<file path="config.mk">
export PLATFORM = sky130hd
export DESIGN_NAME = fifo_uart_tx
export DESIGN_NICKNAME = d
export VERILOG_FILES = /design/src/rtl/fifo_uart_tx_pkg.sv /design/src/rtl/fifo_uart_tx_baud.sv /design/src/rtl/fifo_uart_tx.sv
export SDC_FILE = /design/constraint.sdc
export NUM_CORES = 1
export LEC_CHECK = 0
export ABC_AREA = 1
export BUFFER_PORTS_ARGS = -buffer_cell sky130_fd_sc_hd__buf_4
export CORE_MARGIN = 1.5
export CORE_UTILIZATION = 50
export CTS_CLUSTER_SIZE = 14
export DETAILED_ROUTE_END_ITERATION = 10
export HOLD_SLACK_MARGIN = 0.15
export PLACE_DENSITY = 0.71
export SYNTH_ARGS = -nofsm -noshare
export SYNTH_HDL_FRONTEND = slang
export SYNTH_SLANG_ARGS = --single-unit
</file>
<file path="constraint.sdc">
create_clock -name clk -period 1.8 [get_ports clk]
set_input_delay 0.36 -clock clk [delete_from_list [all_inputs] [get_ports clk]]
set_output_delay 0.36 -clock clk [all_outputs]
set_load 0.005 [all_outputs]
</file>
<file path="src/rtl/fifo_uart_tx_pkg.sv">
// Shared state encoding and framing constants for the UART transmit path.
// Reused by the baud generator and any future RX path.
package fifo_uart_tx_pkg;

  typedef enum logic [1:0] {
    IDLE  = 2'd0,
    START = 2'd1,
    DATA  = 2'd2,
    STOP  = 2'd3
  } tx_state_e;

  localparam int unsigned NUM_DATA_BITS = 8;
  localparam int unsigned FRAME_BITS    = NUM_DATA_BITS + 2;

  // Counter width for a divider; never narrower than one bit.
  function automatic int unsigned cnt_width(input int unsigned div);
    return (div <= 2) ? 1 : $clog2(div);
  endfunction

endpackage

</file>
<file path="src/rtl/fifo_uart_tx_baud.sv">
// Bit-period timer: tick is high on the last cycle of every BAUD_DIV-cycle period.
// Zero latency from counter state to tick; clear holds the period at its first cycle.
module baud_tick_gen
  import fifo_uart_tx_pkg::*;
#(
  parameter int unsigned BAUD_DIV = 104
) (
  input  logic clk,
  input  logic rst,
  input  logic clear,
  output logic tick
);

  localparam int unsigned   CW   = cnt_width(BAUD_DIV);
  localparam logic [CW-1:0] TERM = CW'(BAUD_DIV - 1);

  logic [CW-1:0] cnt_q;
  logic [CW-1:0] cnt_d;

  always_comb begin
    cnt_d = cnt_q + CW'(1);
    if (clear || (cnt_q == TERM)) begin
      cnt_d = '0;
    end
  end

  always_ff @(posedge clk) begin
    if (rst) begin
      cnt_q <= '0;
    end else begin
      cnt_q <= cnt_d;
    end
  end

  assign tick = (cnt_q == TERM);

endmodule

</file>
<file path="src/rtl/fifo_uart_tx.sv">
// Drains a byte FIFO onto an 8N1 UART line, LSB first; pop and latch share one IDLE cycle.
// Frame is 10*BAUD_DIV cycles plus one IDLE cycle between frames; FIFO_empty is only looked at in IDLE.
module fifo_uart_tx
  import fifo_uart_tx_pkg::*;
#(
  parameter int unsigned BAUD_DIV   = 104,
  parameter int unsigned DATA_WIDTH = 8
) (
  input  logic                  clk,
  input  logic                  rst,
  input  logic [DATA_WIDTH-1:0] I_DATA,
  input  logic                  FIFO_empty,
  input  logic                  TX_enable,
  output logic                  FIFO_pop,
  output logic                  TX,
  output logic                  TX_busy,
  output logic                  TX_done
);

  localparam logic [2:0] LAST_BIT = 3'(NUM_DATA_BITS - 1);

  tx_state_e             state_q;
  logic [DATA_WIDTH-1:0] shift_q;
  logic [2:0]            bit_idx_q;
  logic                  tx_q;
  logic                  busy_q;

  logic                  start_frame;
  logic                  baud_clear;
  logic                  baud_tick;

  // rst is gated here so a reset cycle can never pop a byte that is then dropped.
  assign start_frame = (state_q == IDLE) && TX_enable && !FIFO_empty && !rst;
  assign baud_clear  = (state_q == IDLE);

  baud_tick_gen #(
    .BAUD_DIV (BAUD_DIV)
  ) u_baud (
    .clk   (clk),
    .rst   (rst),
    .clear (baud_clear),
    .tick  (baud_tick)
  );

  always_ff @(posedge clk) begin
    if (rst) begin
      state_q   <= IDLE;
      shift_q   <= '0;
      bit_idx_q <= '0;
      tx_q      <= 1'b1;
      busy_q    <= 1'b0;
    end else begin
      case (state_q)
        IDLE: begin
          tx_q   <= 1'b1;
          busy_q <= 1'b0;
          if (start_frame) begin
            shift_q <= I_DATA;
            tx_q    <= 1'b0;
            busy_q  <= 1'b1;
            state_q <= START;
          end
        end
        START: begin
          if (baud_tick) begin
            bit_idx_q <= '0;
            tx_q      <= shift_q[0];
            state_q   <= DATA;
          end
        end
        DATA: begin
          // The line register is loaded with the next bit at the boundary, so TX never lags the state.
          if (baud_tick) begin
            shift_q   <= shift_q >> 1;
            bit_idx_q <= bit_idx_q + 3'd1;
            if (bit_idx_q == LAST_BIT) begin
              tx_q    <= 1'b1;
              state_q <= STOP;
            end else begin
              tx_q    <= shift_q[1];
            end
          end
        end
        STOP: begin
          if (baud_tick) begin
            busy_q  <= 1'b0;
            state_q <= IDLE;
          end
        end
        default: begin
          tx_q    <= 1'b1;
          busy_q  <= 1'b0;
          state_q <= IDLE;
        end
      endcase
    end
  end

  assign FIFO_pop = start_frame;
  assign TX       = tx_q;
  assign TX_busy  = busy_q;
  assign TX_done  = (state_q == STOP) && baud_tick;

endmodule

</file>
==> run summary, run 1 <==
Synth Warn # = 0
Worst-margin pin slew = 0.3842 ns
Mapped Nets = 180
CP Max Fanout = 5
Clk sinks = 22
Initial drt markers = 19
Antenna violations before repair = 0
Grt total ovfl = 0
Ports = 16
Pins Over Slew Limit = 0
Row cnt = 17
Post-Synthesis Cell Area = 1161 um^2
Post-route DRC = 0
DP Worst Slack = 0.1385 ns
Crit path arrival time = 1.37 ns
Die area = 2620 um^2
GPL Wtd Cong = 0.8630
Via density = 5.033
Synth Instances = 161
Clk buf depth = 2
All-layer global routing usage = 21.03%
Worst Hold Class = in2reg
TritonCTS Buffers = 3
Final Util = 66.12%
DRT antenna net count = 0
Avg Synthesized Cell Area = 7.212 um^2
CTS Hold Buffers Added = 0
Worst-Skew Late Latency = 0.31 ns
FF+latch count, synth = 22
Die H = 51.19 um
DR vias = 1,082
Die width = 51.19 um
Leak pwr = 0.6609 nW
Sequential share of the synthesized area = 37.93%
Fin nets = 207
CTS tree = done
Port bufs = 15
Dpl hpwl = 1773 um
Clk root buf = clkbuf_4
Fin crit period = 1.726 ns
Vias in the first global route = 1,016
Yosys cell types = 21
Initial Util = 52.49%
Slew Limit Headroom = 74.33%
Setup Skew = 0.005820 ns
PD cells = 1366 nW/um^2
Worst-path clk slew = 0.13 ns
Area Overhead vs Synth = 25.97%
First-pass GRT wire length = 4243 um
Layout cells sized above 1 = 24.60%
Peak supply drop = 860.3 uV
Startpoint Class = flop
Fill count = 196
Hold Vio Cnt, Final = 0
Setup crit end kind = output pin
Wirelength, routed = 2489 um
Maxcap violations = 0
Outcome = finished clean
Core ar. = 2212 um^2
Final period util = 95.87%
CP Class = reg2out
Final WS setup = 0.07441 ns
CP required = 1.44 ns
Largest net degree at the start of global routing = 17
Fmax = 579.5 MHz
# diodes = 0
Router iterations before antenna repair = 4
Final setup TNS = 0 ns
WL/cell = 11.58 um
H-tree Lvls = 1
Final setup viols = 0
Final Total Pwr = 1.999 mW
==> repair_timing <==
item                                   CTS  global route
gates resized for setup                  6            11
setup endpoints to repair                2             4
pin swaps                                0             2
endpoints found under the hold margin    0             0
setup buffers                            0             8
==> cell usage in the layout (no fill, tap or decap), types with 2 or more instances in the layout <==
master,netlist,layout
o21ai_0,2,2
buf_4,0,25
xor2_1,3,3
ha_4,0,2
nor2_1,30,29
a21boi_0,7,7
inv_1,11,9
inv_2,0,3
nand2_1,35,35
nor3_1,2,2
nand3_1,14,14
a21oi_1,16,16
clkbuf_4,0,3
ha_1,7,4
dfxtp_2,0,3
dfxtp_1,22,18
==> Yosys cell counts <==
master    number  share of area [%]
a31o_2         1               0.75
nand2_1       35                 11
nand4_1        1               0.54
clkinv_1       2               0.65
nand2_4        1               0.97
nand3_2        1               0.86
ha_1           7                7.5
xor2_1         3                2.3
o21ai_0        2               0.86
dfxtp_1       22                 38
buf_1          1               0.32
a21oi_1       16                6.9
nor2_1        30                9.7
a21oi_4        1                1.4
nor3_1         2               0.86
nor3b_1        1               0.65
buf_2          1               0.43
inv_1         11                3.6
nand3_1       14                6.0
buf_6          2                1.9
a21boi_0       7                4.5
==> worst max-delay path, cell delays in order (launching register included) <==
cell and delay, ns:
dfxtp_4 0.39, ha_4 0.14, nand2_1 0.07, inv_2 0.09
nand3_4 0.11, nor2_4 0.14, buf_4 0.11
==> logic make-up after synthesis <==
logic type | count (synthesis) | synth area share, %
XOR/XNOR | 3 | 2.263
flip-flops | 22 | 37.93
adder cells (fa/ha/maj) | 7 | 7.543
AO/OA/AOI/OAI | 27 | 14.44
AND/OR/NAND/NOR | 85 | 30.93
buffers and inverters | 17 | 6.896
==> per-stage QoR <==
stage	instances	hold WS [ns]	instance area, um^2
after floorplan	161	0.4175	1161
after global placement	203	0.4326	1300
after detailed placement	203	0.4485	1300
after CTS	207	0.2427	1353
after global routing	215	0.2471	1463
final	215	0.2457	1463
==> cell type report <==
class | instances | area (um^2) | share of cell area, %
multi-input cells | 122 | 683.2 | 46.71
flip-flops and latches | 22 | 447.9 | 30.62
repair buffers | 26 | 207.7 | 14.20
inverters | 13 | 52.55 | 3.593
clock buffers | 4 | 36.28 | 2.481
well taps | 28 | 35.03 | 2.395
==> sequential cells by signal, summed over array words and instances (netlist names) <==
| name | cells |
|---|---|
| TX_busy | 1 |
| bit_idx_q | 3 |
| shift_q | 8 |
| u_baud.cnt_q | 7 |
| TX | 1 |
| state_q | 2 |
==> layer usage <==
metal  up-vias  routed length [um]  track usage [%]
met1       494                1168            25.92
met5         -                   0                0
li1        575                   -                -
met2         9                1241            37.66
met3         4                  48            3.509
met4         0                  29            5.405
==> report_power, final <==
group          internal [mW]  leakage [nW]  switching [mW]  total, mW
Clock                  0.124        0.0210           0.158      0.282
Sequential             0.618         0.181          0.0824      0.700
Combinational          0.426         0.458           0.590       1.02
Total                   1.17         0.661           0.831       2.00
==> worst paths after layout <==
path,startpoint,to,slack (ns),depth (start not counted)
setup / recovery,u_baud.cnt_q[0],TX_done,0.07,6
hold / removal,rst,bit_idx_q[2],0.25,2
setup reg to reg,state_q[0],shift_q[3],0.14,10
hold reg to reg,u_baud.cnt_q[0],u_baud.cnt_q[0],0.45,1
Note: power is estimated with default switching activity, not from simulation.
==> inputs of run 2 (changes only) <==
--- a/config.mk
+++ b/config.mk
@@ -13,6 +13,7 @@
 export DETAILED_ROUTE_END_ITERATION = 10
 export HOLD_SLACK_MARGIN = 0.15
 export PLACE_DENSITY = 0.71
+export SLEW_MARGIN = 20
 export SYNTH_ARGS = -nofsm -noshare
 export SYNTH_HDL_FRONTEND = slang
 export SYNTH_SLANG_ARGS = --single-unit
==> constraint.sdc (replaced) <==
create_clock -name clk -period 1.9 [get_ports clk]
set_input_delay 0.095 -clock clk [delete_from_list [all_inputs] [get_ports clk]]
set_output_delay 0.095 -clock clk [all_outputs]
set_load 0.005 [all_outputs]
==> run 2 against run 1 <==
Cell count shrank 2.3%. Non-clock buffer count shrank 4. Wire length shrank 3.8%. Clock skew shrank 0.0036 ns. Critical path type is now reg2reg. Largest power group unchanged. Highest routed layer unchanged.
==> run summary, run 2 (synthesis gave the netlist of run 1 again) <==
Outcome = finished clean
Most common cell after layout, fill and taps aside = nand2_1
Die area = 2620 um^2
CP Max Fanout = 16
Clk buf depth = 2
Final setup TNS = 0 ns
Grt total ovfl = 0
WL/cell = 11.40 um
Dpl hpwl = 1744 um
Initial drt markers = 34
Layout cells sized above 1 = 14.29%
Hold_sp = I_DATA[1]
Clk sinks = 22
Worst-path clk slew = 0.12 ns
Die width = 51.19 um
Fin nets = 203
Worst Hold Class = in2reg
DRT antenna net count = 0
Fin crit period = 1.670 ns
Hold Vio Cnt, Final = 0
H-tree Lvls = 1
DR vias = 1,078
Fmax = 598.7 MHz
PD cells = 1254 nW/um^2
Core ar. = 2212 um^2
Largest net degree at the start of global routing = 17
Wirelength, routed = 2394 um
R2R Path Start = state_q[0]
Final setup viols = 0
Antenna violations before repair = 0
Top Registers = shift_q (8), u_baud.cnt_q (7), bit_idx_q (3)
Vias in the first global route = 949
Critical path launch point = state_q[0]
Initial Util = 52.49%
Peak supply drop = 720.0 uV
Pins Over Slew Limit = 0
Final period util = 87.91%
Leak pwr = 0.6243 nW
All-layer global routing usage = 19.78%
Commonest cells after routing, fill and taps aside = 35 x nand2_1, 30 x nor2_1, 22 x dfxtp_1
CTS tree = done
RSZ-0062 raised after global routing = false
Area Overhead vs Synth = 18.10%
Worst Hold Path Cells = 5
Ports = 16
First-pass GRT wire length = 3898 um
Slew Limit Headroom = 66.25%
Setup crit end kind = flop
Final Total Pwr = 1.720 mW
Cells on worst reg2reg path = 9
TritonCTS Buffers = 3
Die H = 51.19 um
Row cnt = 17
Clk root buf = clkbuf_4
Number of setup buffers added after CTS = 0
CP Class = reg2reg
Startpoint Class = flop
# diodes = 0
Max reg flops = 8
Post-route DRC = 0
Worst-Skew Late Latency = 0.30 ns
Crit path arrival time = 1.88 ns
Port bufs = 15
Router iterations before antenna repair = 4
GPL Wtd Cong = 0.8127
Maxcap violations = 0
Worst-margin pin slew = 0.5050 ns
CP required = 2.11 ns
Via density = 5.133
Setup Skew = 0.002192 ns
Most flop-heavy register = shift_q
[run 2: changes by cell type in the layout (fill, tap and decap cells not counted), sizes merged]
cell,delta
buf,-9
dlygate4sd3,+5
clkbuf,-1
clkinv,+1
inv,-1
[run 2: routing by layer]
metal  track usage [%]  vias up  wire, um
li1                  -      567         -
met1             23.67      488      1101
met2             33.98       17      1184
met3             3.801        6        65
met4             9.009        0        42
met5                 0        -         0
[run 2: final cells by class]
cell class	count	area, um^2
Multi-Input combinational cell	122	643.1
Fill cell	218	840.8
Timing Repair Buffer	22	177.7
Inverter	13	52.55
Clock buffer	3	22.52
Sequential cell	22	440.4
Tap cell	28	35.03
[run 2: where the power goes]
group / internal (mW) / switching, mW / total [mW]
Combinational: 0.327 / 0.526 / 0.853
Sequential: 0.577 / 0.0749 / 0.652
Clock: 0.0739 / 0.141 / 0.215
[run 2: critical path, stage by stage, from the launching register on]
cell,delay [ns]
dfxtp_1,0.36
inv_1,0.09
ha_1,0.27
nand2_1,0.08
clkinv_1,0.07
nand2_4,0.07
a21oi_4,0.36
nand3_1,0.12
nand2_1,0.10
nor2_1,0.04
[run 2: what timing repair did]
action                                  4_1_cts  5_1_grt
hold buffers                                  5        0
resized for setup                             0        2
hold endpoints to repair                      8        0
endpoints found under the setup margin        0        8
[run 2: path summary, 6_finish.rpt]
check,endpoint,slack (ns)
max,shift_q[0],0.23
min,shift_q[1],0.16
max reg2reg,shift_q[0],0.23
min reg2reg,u_baud.cnt_q[0],0.45
[run 2: metrics by stage]
step	setup WS (ns)	cells	instance area (um^2)	hold WS (ns)	util (%)
finish	0.2297	210	1371	0.1571	61.99
global placement	0.2105	202	1292	0.3140	58.43
global route	0.05421	210	1371	0.1675	61.99
CTS	0.1204	210	1365	0.1505	61.71
detailed placement	0.1299	202	1292	0.3190	58.43
floorplan	0.4100	161	1161	0.1641	-
==> inputs of run 3 (changes only) <==
--- a/config.mk
+++ b/config.mk
@@ -5,7 +5,7 @@
 export SDC_FILE = /design/constraint.sdc
 export NUM_CORES = 1
 export LEC_CHECK = 0
-export ABC_AREA = 1
+export ABC_AREA = 0
 export BUFFER_PORTS_ARGS = -buffer_cell sky130_fd_sc_hd__buf_4
 export CORE_MARGIN = 1.5
 export CORE_UTILIZATION = 50
==> run 3 against run 2 <==
Global-route usage increased by 0.86 points. Clock skew is 0.0021 ns higher. Total power is 2.5% lower. Register-to-register slack worse by 0.19 ns. Hold slack better by 0.020 ns. Area after synthesis increased by 3.6%. Cell count shrank 15%. Count of clock-buffer cells in the layout stayed put. Wire length is 2.8% higher.
==> run summary, run 3 <==
Outcome = finished clean
CP required = 2.10 ns
Hold Path End = TX_busy
Avg Synthesized Cell Area = 8.973 um^2
Initial drt markers = 17
Worst-path clk slew = 0.12 ns
R2R Path Start = state_q[0]
Fin crit period = 1.856 ns
DRT antenna net count = 0
H-tree Lvls = 1
EDFF count, synth = 0
Port bufs = 15
Core ar. = 2233 um^2
Startpoint Class = flop
Leak pwr = 0.5491 nW
Ports = 16
CP Class = reg2reg
Pins Over Slew Limit = 0
Setup crit end kind = flop
All-layer global routing usage = 20.64%
Top Registers = shift_q (8), u_baud.cnt_q (7), bit_idx_q (3)
Hold slack = 0.1776 ns
DR vias = 1,006
Antenna violations before repair = 0
Wirelength, routed = 2460 um
Hold_sp = FIFO_empty
Slowest stage delay, CP = 0.52 ns
Final Util = 62.91%
Worst-margin pin slew = 0.2686 ns
Via density = 5.620
Switching part of the total power = 39.13%
Die area = 2708 um^2
Grt total ovfl = 0
Clk sinks = 22
Largest net degree at the start of global routing = 23
Fin nets = 172
Part of the power in registers = 36.6%
Max reg flops = 8
Post-route DRC = 0
Count leader, synth = dfxtp_1
Clock Power Share = 12.7%
Initial Util = 53.84%
Final setup viols = 0
WL/cell = 13.74 um
Placed cell area = 1336 um^2
Net Switching = 0.6562 mW
CP Max Fanout = 4
Comb power frac = 50.7%
Slew Limit Headroom = 82.09%
Leading area contributor after synthesis = dfxtp_1
FF-to-FF setup slack = 0.04 ns
Dpl hpwl = 1729 um
# diodes = 0
FF-to-FF End = state_q[1]
First-pass GRT wire length = 4264 um
Commonest cells after routing, fill and taps aside = 20 x dfxtp_1, 20 x buf_4, 13 x nor2_1
Final period util = 97.69%
TritonCTS Buffers = 3
PD cells = 1194 nW/um^2
Area Overhead vs Synth = 16.86%
Clk root buf = clkbuf_4
Worst-Skew Late Latency = 0.30 ns
Hold Vio Cnt, Final = 0
Final setup TNS = 0 ns
Row cnt = 17
Peak supply drop = 590.8 uV
Pint = 1.021 mW
Mapped Nets = 153
Post-Synthesis Cell Area = 1202 um^2
Finished layout cell area = 1405 um^2
Worst Hold Path Cells = 3
Maxcap violations = 0
Crit path arrival time = 2.06 ns
Sequential share of the synthesized area = 36.63%
Worst Hold Class = in2reg
Commonest cells post-synth = 22 x dfxtp_1, 14 x nor2_1, 11 x a21oi_1
Synth area leaders = dfxtp_1 37%, ha_1 7.3%, mux2i_1 5.8%, or3_1 4.7%, a21oi_1 4.6%
Cells on worst reg2reg path = 6
CTS tree = done
Clk buf depth = 2
Synth Warn # = 0
Die width = 52.04 um
Slowest CP cell = or4b_4
Post-synth top area share = 36.63%
Most used flip-flop cell after synthesis = dfxtp_1
Setup Skew = 0.004251 ns
GPL Wtd Cong = 0.7476
FF+latch count, synth = 22
Router iterations before antenna repair = 4
Die H = 52.04 um
Most flop-heavy register = shift_q
Synth Instances = 134
Asr flop ratio synth = 0%
Vias in the first global route = 966
Yosys cell types = 43
Final Total Pwr = 1.677 mW
RSZ-0062 raised after global routing = true
Fmax = 538.8 MHz
Layout cells sized above 1 = 22.52%
CP Cell Sequence = inv_2, ha_2, or4b_4, o32ai_4, nor4_1, or3_1
run 3: cell count changes after synthesis, moves of 8 or more:
cell | before | now
or3_1 | 0 | 9
o21ai_1 | 0 | 8
nand2_1 | 35 | 3
nor2_1 | 30 | 14
nand3_1 | 14 | 3
run 3: layout make-up:
type,instances,area (um^2)
flip-flops and latches,22,442.9
well taps,28,35.03
repair buffers,22,170.2
multi-input cells,98,711.9
clock buffers,3,22.52
fillers,193,828.3
inverters,6,22.52
run 3: worst max-delay path by stage:
stage                from    endpoint  cells after the start  slack (ns)
6_report       state_q[0]  state_q[1]                      6        0.04
5_1_grt        state_q[0]  state_q[1]                      6       -0.02
4_1_cts        state_q[0]  state_q[1]                      6        0.03
3_3_place_gp   state_q[0]  state_q[1]                      6        0.10
2_1_floorplan  state_q[0]  state_q[1]                      7       0.004
3_5_place_dp   state_q[0]  state_q[1]                      6        0.04
run 3: power groups by stage:
stage / Combinational (mW) / Sequential (mW) / Clock (mW)
after floorplan: 0.654 / 0.611 / 0
after global placement: 0.796 / 0.619 / 0
after detailed placement: 0.810 / 0.624 / 0
after CTS: 0.818 / 0.614 / 0.218
after global routing: 0.953 / 0.626 / 0.242
final: 0.851 / 0.614 / 0.213
run 3: worst max-delay path, delay by kind of cell (launching register included):
kind / cells / cell delay (ns)
AO/OA/AOI/OAI: 1 / 0.17
flip-flops: 1 / 0.37
AND/OR/NAND/NOR: 3 / 0.97
adder cells (fa/ha/maj): 1 / 0.18
buffers and inverters: 1 / 0.05
run 3: what timing repair did:
action,CTS,global route
hold buffers,2,0
endpoints found under the setup margin,0,1
resized for setup,0,4
setup buffers,0,1
hold endpoints to repair,14,0
run 3: routing by layer:
| layer | part of all wire [%] | wire [um] | track usage (%) | vias to the layer above |
|---|---|---|---|---|
| met5 | 0 | 0 | 0 | - |
| met4 | 1.1 | 28 | 7.018 | 0 |
| met3 | 2.8 | 69 | 4.023 | 5 |
| met2 | 45 | 1115 | 32.91 | 14 |
| met1 | 51 | 1247 | 27.68 | 466 |
| li1 | - | - | - | 521 |
run 3: logic make-up (layout without fill, tap and decap cells):
kind of cell / after synthesis / count (layout) / synth area share (%)
adder cells (fa/ha/maj): 7 / 7 / 7.284
AND/OR/NAND/NOR: 46 / 46 / 22.48
multiplexers: 8 / 8 / 6.764
XOR/XNOR: 5 / 5 / 3.643
AO/OA/AOI/OAI: 32 / 32 / 17.38
buffers and inverters: 14 / 31 / 5.827
flip-flops: 22 / 22 / 36.63
run 3: per-stage QoR:
stage	setup WS (ns)	cells
after floorplan	0.003828	134
after global placement	0.1038	173
after detailed placement	0.04482	173
after CTS	0.02794	178
after global routing	-0.01918	179
final	0.04391	179
